[src/rtl/gr_wb_sched.sv]
// gr_wb_sched: round-robin write-back arbiter and register scoreboard; GR_BYPASS_EN adds same-cycle forwarding
module gr_wb_sched #(
    parameter int XLEN = 32,
    parameter int AW   = 5
) (
    input  logic              m_clock,
    input  logic              p_reset,
    input  logic [2:0]        req_v,
    input  logic [3*AW-1:0]   req_n,
    input  logic [3*XLEN-1:0] req_d,
    output logic [2:0]        req_rdy,
    output logic              gr_rd,
    output logic [AW-1:0]     gr_rd_n,
    output logic [XLEN-1:0]   gr_wd,
    input  logic              alloc,
    input  logic [AW-1:0]     alloc_n,
    output logic              alloc_stall,
    input  logic              rs1,
    input  logic [AW-1:0]     rs1_n,
    input  logic              rs2,
    input  logic [AW-1:0]     rs2_n,
    output logic              rs1_stall,
    output logic              rs2_stall,
    output logic              s1_fwd,
    output logic              s2_fwd,
    output logic [XLEN-1:0]   fwd_d,
    output logic              sb_err
);
    localparam int NREG = 2**AW;
    logic [NREG-1:0] busy;
    logic [1:0]      rr_ptr, o1, o2, gi;
    logic            any, grant, byp1, byp2;
    logic [AW-1:0]   rn [4];
    logic [XLEN-1:0] rd [4];
    always_comb begin
        for (int k = 0; k < 3; k++) begin
            rn[k] = req_n[AW*k +: AW];
            rd[k] = req_d[XLEN*k +: XLEN];
        end
        rn[3] = '0;
        rd[3] = '0;
        o1 = (rr_ptr == 2'd2) ? 2'd0 : rr_ptr + 2'd1;
        o2 = (rr_ptr == 2'd0) ? 2'd2 : rr_ptr - 2'd1;
        gi = req_v[rr_ptr] ? rr_ptr : req_v[o1] ? o1 : o2;
        any = |req_v;
        grant = any & ~p_reset;
        req_rdy = grant ? 3'b001 << gi : 3'b000;
        gr_rd_n = grant ? rn[gi] : '0;
        gr_wd = grant ? rd[gi] : '0;
        gr_rd = grant & (rn[gi] != '0);
        // a write landing this cycle frees the register in time for the new reservation
        alloc_stall = alloc & busy[alloc_n] & ~(gr_rd & (gr_rd_n == alloc_n));
`ifdef GR_BYPASS_EN
        byp1 = gr_rd & (gr_rd_n == rs1_n);
        byp2 = gr_rd & (gr_rd_n == rs2_n);
        fwd_d = gr_wd;
`else
        byp1 = 1'b0;
        byp2 = 1'b0;
        fwd_d = '0;
`endif
        s1_fwd = byp1;
        s2_fwd = byp2;
        rs1_stall = rs1 & (rs1_n != '0) & busy[rs1_n] & ~byp1;
        rs2_stall = rs2 & (rs2_n != '0) & busy[rs2_n] & ~byp2;
    end
    always_ff @(posedge m_clock or posedge p_reset) begin
        if (p_reset) begin
            busy <= '0;
            rr_ptr <= 2'd0;
            sb_err <= 1'b0;
        end else begin
            if (gr_rd) busy[gr_rd_n] <= 1'b0;
            if (alloc & ~alloc_stall & (alloc_n != '0)) busy[alloc_n] <= 1'b1;
            if (any) rr_ptr <= (gi == 2'd2) ? 2'd0 : gi + 2'd1;
            sb_err <= sb_err | alloc_stall;
        end
    end
endmodule
[config.mk]
export PLATFORM = sky130hd
export DESIGN_NAME = gr_wb_sched
export DESIGN_NICKNAME = d
export VERILOG_FILES = /design/src/rtl/gr_wb_sched.sv
export SDC_FILE = /design/constraint.sdc
export NUM_CORES = 1
export LEC_CHECK = 0
export BUFFER_PORTS_ARGS = -buffer_cell sky130_fd_sc_hd__buf_2
export CORE_AREA = 5 5 112 114
export DETAILED_ROUTE_END_ITERATION = 12
export DIE_AREA = 0 0 117 119
export HOLD_SLACK_MARGIN = 0.05
export PLACE_DENSITY_LB_ADDON = 0.15
export SLEW_MARGIN = 0
export SYNTH_ARGS = -nofsm -noshare
export SYNTH_HDL_FRONTEND = slang
export SYNTH_SLANG_ARGS = --single-unit
[constraint.sdc]
create_clock -name m_clock -period 5.2 [get_ports m_clock]
set_input_delay 0.52 -clock m_clock [delete_from_list [all_inputs] [get_ports m_clock]]
set_output_delay 0.52 -clock m_clock [all_outputs]
set_load 0.02 [all_outputs]
* Yosys cells after proc, flatten, opt, wreduce, memory -nomap -nowiden
Index checks and enable logic that the tools add are counted.
** Storage, ports and cells
- Register bits after elaboration :: 35
** Operators by class
- $add $sub $neg :: 3
- Magnitude comparators :: 9
- Eq/ne operators :: 3
- Shift-type cells :: 1
- Mux-type cells :: 30
- Bitwise logic cells :: 19
- Reductions and logical operators :: 8
** Operators with widths (number)
- $mux W32 :: 5
- $bmux W32 S2 :: 1
- $and A32 B32 Y32 :: 1
- $not A32 Y32 :: 1
- $or A32 B32 Y32 :: 1
- $lt A5 B6 Y1 const B :: 4
- $reduce_bool A5 Y1 :: 4
- $bmux W1 S5 :: 3
- $mux W5 :: 3
- $and A1 B1 Y1 :: 11
- $bmux W5 S2 :: 1
- $demux W1 S5 :: 2
- $ge A5 B1 Y1 const B :: 2
- $mux W2 :: 5
- $mux W1 :: 7
- $lt A2 B3 Y1 const B :: 2
- $eq A5 B5 Y1 :: 1
- $add A2 B1 Y2 const B :: 2
- $bmux W1 S2 :: 2
- $eq A2 B2 Y1 const B :: 2
- $ge A3 B3 Y1 const B :: 1
- $mux W3 :: 1
- $not A1 Y1 :: 3
- $not A2 Y3 :: 1
- 6 further kinds :: 7

* Depth between registers and ports, before layout
- Depth in word-level cells :: 20
- Depth in mapped cells :: 13

* Worst setup path before layout
OpenSTA, ideal clock, no wires.
- Path kind :: reg2out
- Start :: register rr_ptr[0]
- End :: output alloc_stall
- Data arrival time :: 3189 ps
- Path slack :: 1491 ps
- Stages on the path, launching flop included :: 12
- Path buffers :: 1
- Cell sequence :: dfrtp_1 > inv_1 > ha_1 > mux2_4 > a222oi_1 > or2_1 > buf_6 > mux2i_2 > a21oi_2 > o41a_1 > a41oi_4 > or2_1
** On the way
- Longest elaborated chain between the ends :: 15
** Ends and longest elaborated chain
- start: declaration :: RTL line 31 : logic [1:0] rr_ptr, o1, o2, gi;
- start signal: assignment :: RTL line 75 : if (any) rr_ptr <= (gi == 2'd2) ? 2'd0 : gi + 2'd1;
- $add A2 B1 Y2 or $eq A2 B2 Y1 (tied branches) :: RTL line 42 : o1 = (rr_ptr == 2'd2) ? 2'd0 : rr_ptr + 2'd1;
- $mux W2 :: RTL line 42
- $bmux W1 S2 :: RTL line 44 : gi = req_v[rr_ptr] ? rr_ptr : req_v[o1] ? o1 : o2;
- $mux W1 (not written as such) :: RTL line 44
- $mux W2 :: RTL line 44
- $mux W2 * :: RTL line 44
- $not A2 Y3 (not written as such) * :: RTL line 50 : gr_rd = grant & (rn[gi] != '0);
- $bmux W5 S2 * :: RTL line 50
- $mux W5 (not written as such) * (2 in a row) :: RTL line 50
- $reduce_bool A5 Y1 * :: RTL line 50
- $and A1 B1 Y1 * :: RTL line 50
- net gr_rd :: RTL line 12 : output logic gr_rd,
- $and A1 B1 Y1 * :: RTL line 52 : alloc_stall = alloc & busy[alloc_n] & ~(gr_rd & (gr_rd_n == alloc_n));
- $not A1 Y1 * :: RTL line 52
- $and A1 B1 Y1 * :: RTL line 52
- end: declaration :: RTL line 17 : output logic alloc_stall,
The timed path passes the listed nets; every way through them passes the cells marked *. The select of a mux whose other input is x is not followed.

* Final worst setup path
- Start :: register rr_ptr[0]
- End :: output alloc_stall
** On the way
- Longest elaborated chain between the ends :: 15
** Ends and longest elaborated chain (RTL line)
- $add A2 B1 Y2 or $eq A2 B2 Y1 (tied branches) :: 42
- $mux W2 :: 42
- $bmux W1 S2 :: 44
- $mux W1 (not written as such) :: 44
- $mux W2 :: 44
- $mux W2 * :: 44
- $not A2 Y3 (not written as such) * :: 48, 50
- $bmux W5 S2 * :: 48, 50
- $mux W5 (not written as such) * (2 in a row) :: 48, 50
- $mux W5 or $reduce_bool A5 Y1 (tied branches) :: 48, 50
- $eq A5 B5 Y1 or $and A1 B1 Y1 (tied branches) :: 52, 50
- $and A1 B1 Y1 * :: 52
- $not A1 Y1 * :: 52
- $and A1 B1 Y1 * :: 52
Every way passes the cells marked *; elsewhere a longest branch is shown, timed or not. The select of a mux whose other input is x is not followed.

==> flow_summary_export.csv <==
group,metric,value,unit
routing,wire_per_inst,20.13,um
synthesis,yosysWarnings,0,
timing,rsz0062_at_grt,"false",
timing,fin_worst_skew,0.006832,ns
routing,ant_nets,0,
routing,viasPerCell,5.703,
timing,drv_slew,0,
setup_path,critPathMaxStageDelay,0.45,ns
global_routing,antenna_found_initial,0,
global_routing,grt_pass1_vias,4606,
power_and_ir_drop,vdd_ir_drop_max,0.2456,mV
synthesis,ys_types,68,
timing,final_hold_viol_count,0,
routing,vias,4671,
routing,met2WireLength,7909,um
cts,cts_hold_buf,0,
place,io_buffers,178,
setup_path,critPathKind,"reg -> out",
die,fp.dieArea,13920,um2
cells_and_area,syn_to_final_growth,21.66,%
setup_path,r2r_start,"rr_ptr[0]$_DFFE_PP0N_",
die,core-area,11320,um2
setup_path,cp_cell_sequence,"inv_1 -> ha_1 -> mux2_4 -> a222oi_1 -> or2_1 -> buf_4 -> nand3_1 -> o21a_1 -> nor4b_2 -> nor3_4 -> or2_1 -> buf_2",
run,drv_cap,0,
cts,htree_levels,2,
die,die_y,119,um
setup_path,cp.buffers_inverters,3,
routing,wl_met3,1706,um
cts,clockBufferDepth,2,
status,outcome,"finished, final reports clean",
synthesis,yosys.area.top_type,"dfrtp_1",
setup_path,r2r_slack,1.14,ns
cells_and_area,multiInputGateArea,3153,um2
die,die_w,117,um
cts,cts_sinks,35,
cts,root_buffer,"clkbuf_16",
global_routing,grt_max_degree,44,
cells_and_area,n_antenna_cell,0,
place,routabilityCongestion,0.8606,
setup_path,startpoint_type,"flop",
cts,postCtsSetupBuffers,0,
setup_path,crit_path_end_kind,"output port",
routing,top_layer_used,"met4",
setup_path,required,4.68,ns
setup_path,path_common_cell,"or2_1",
place,placed_cells,811,
timing,tns,0,ns
cells_and_area,fin_nets,813,
routing,drt_wl_total,16490,um
cts,clk_pin_slew_worst_paths,0.06,ns
cts,post_cts_resized,0,
setup_path,cp_top_family,"simple AND/OR/NAND/NOR gates",
cts,cts_tree,"built",
routing,drcViolationCount,0,
global_routing,grt_pass1_wl,24990,um
routing,m1WireLength,6656,um
synthesis,yosysTopAreaCellShare,20.01,%
global_routing,grt_overflow,0,
setup_path,slowest_stage,"dfrtp_1",
power_and_ir_drop,pwr_density_cell,549.0,nW/um2
cts,clock_latency,0.28,ns
synthesis,synth_area,4378,um2
cells_and_area,drive_gt1_share,39.50,%
synthesis,synthArstFlopShare,100.0,%
die,io_pins,213,
synthesis,yosys_register_bits,35,
die,num_rows,39,
synthesis,synthTopCellsByArea,"dfrtp_1 (20%), mux4_2 (12%), o31ai_2 (8.6%)",
timing,finalCritPeriodShare,85.45,%
die,initial_core_util,38.67,%
cts,cts_buffers,5,
global_routing,grt_util_all_layers,22.76,%
synthesis,synth_cells,526,
synthesis,synth_edf_count,0,
synthesis,synth_top_flop_cell,"dfrtp_1",
timing,worst_pin_slew,1.110,ns
cells_and_area,instances_no_fill,819,
setup_path,cp.arrival,3.92,ns
timing,setup_viol,0,
setup_path,crit_path_max_fanout,29,
synthesis,syn_avg_cell_area,8.323,um2
setup_path,startpoint,"rr_ptr[0]$_DFFE_PP0N_",
timing,min_period,4.443,ns
routing,firstDrtPassIters,4,
hold_path,worstHoldPathType,"in -> async",
synthesis,netlist_top_cells_count,"nand2_1 (93), o21ai_0 (45), a21oi_1 (43)",
routing,first_iter_violations,331,
timing,max_freq,225.1,MHz
power_and_ir_drop,p_leak,2.466,nW
cells_and_area,regArea,875.8,um2
timing,slew_headroom,25.87,%
synthesis,synth_most_common_cell,"nand2_1",
cells_and_area,fillCellCount,1120,
place,dpl.hpwl,12660,um
synthesis,ys_seq_area_share,20.01,%
[where the power goes]
group	leakage (nW)	internal (mW)	switching, mW
clock network	0.0761	0.204	0.117
logic	1.96	0.780	1.31
registers	0.432	0.396	0.121
[worst reg2reg max path, stage by stage (launching register included)]
cell,delay (ns)
dfrtp_1,0.45
inv_1,0.18
ha_1,0.27
mux2_4,0.34
a222oi_1,0.41
or2_1,0.33
buf_4,0.36
nor2_1,0.12
o2bb2ai_1,0.20
o41a_1,0.44
a41oi_4,0.17
buf_4,0.49
o31ai_1,0.17
[layout by cell type, fill, tap and decap left out, drive strengths merged, types with 5 or more instances in the layout]
| master | Yosys | routed |
|---|---|---|
| a21oi | 48 | 48 |
| a22oi | 5 | 5 |
| buf | 51 | 183 |
| clkbuf | 23 | 7 |
| conb | 1 | 34 |
| dfrtp | 35 | 35 |
| inv | 8 | 8 |
| mux2i | 25 | 25 |
| mux4 | 23 | 23 |
| nand2 | 93 | 93 |
| nand3 | 5 | 5 |
| nand4 | 7 | 7 |
| nor2 | 35 | 35 |
| nor3 | 9 | 9 |
| nor3b | 5 | 5 |
| o21ai | 53 | 53 |
| o31ai | 34 | 34 |
| or2 | 5 | 5 |
[metal layers]
layer	vias up	GRT usage (%)
met5	-	0
met4	0	4.014
met3	13	6.947
met2	224	37.38
met1	2258	29.83
li1	2176	-
[sequential cells by signal (all words and copies together), names as in the netlist]
name,flops
busy,32
rr_ptr,2
sb_err,1
[final timing paths]
check | to | cells after the start
worst max-delay path | alloc_stall | 12
worst min-delay path | busy[31]$_DFF_PP0_ | 3
worst max register to register | busy[31]$_DFF_PP0_ | 12
worst min register to register | busy[0]$_DFF_PP0_ | 0
max in group asynchronous | busy[26]$_DFF_PP0_ | 3
min in group m_clock | busy[0]$_DFF_PP0_ | 0
[per-stage QoR]
stage / util, % / power [mW] / hold WS (ns) / area [um2] / worst slack (ns)
after floorplan: - / 2.092 / 0.4451 / 4502 / 1.491
after global placement: 45.63 / 2.574 / 0.3987 / 5166 / 1.120
after detailed placement: 45.63 / 2.593 / 0.4087 / 5166 / 1.018
after CTS: 47.05 / 2.923 / 0.3996 / 5326 / 0.7158
after global routing: 47.05 / 3.152 / 0.4320 / 5326 / 0.4391
final: 47.05 / 2.924 / 0.3783 / 5326 / 0.7567
[cell type report]
class / instances / area share (%)
timing repair buffer: 183 / 17.43
sequential: 35 / 16.44
clock buffer: 7 / 2.866
tap: 143 / 3.359
inverter: 8 / 0.5638
multi-input combinational: 442 / 59.20
clock inverter: 1 / 0.1409
[cell families (layout without fill, tap and decap cells)]
| kind of cell | after synthesis | after routing | synth area share (%) |
|---|---|---|---|
| flops | 35 | 35 | 20.01 |
| mux | 51 | 51 | 18.49 |
| compound gates | 172 | 172 | 29.98 |
| fa+ha+maj | 4 | 4 | 1.143 |
| buf+inv | 82 | 199 | 10.97 |
| simple gates | 181 | 181 | 19.32 |
| other cells | 1 | 34 | 0.08566 |
(Power assumes the default switching activity.)
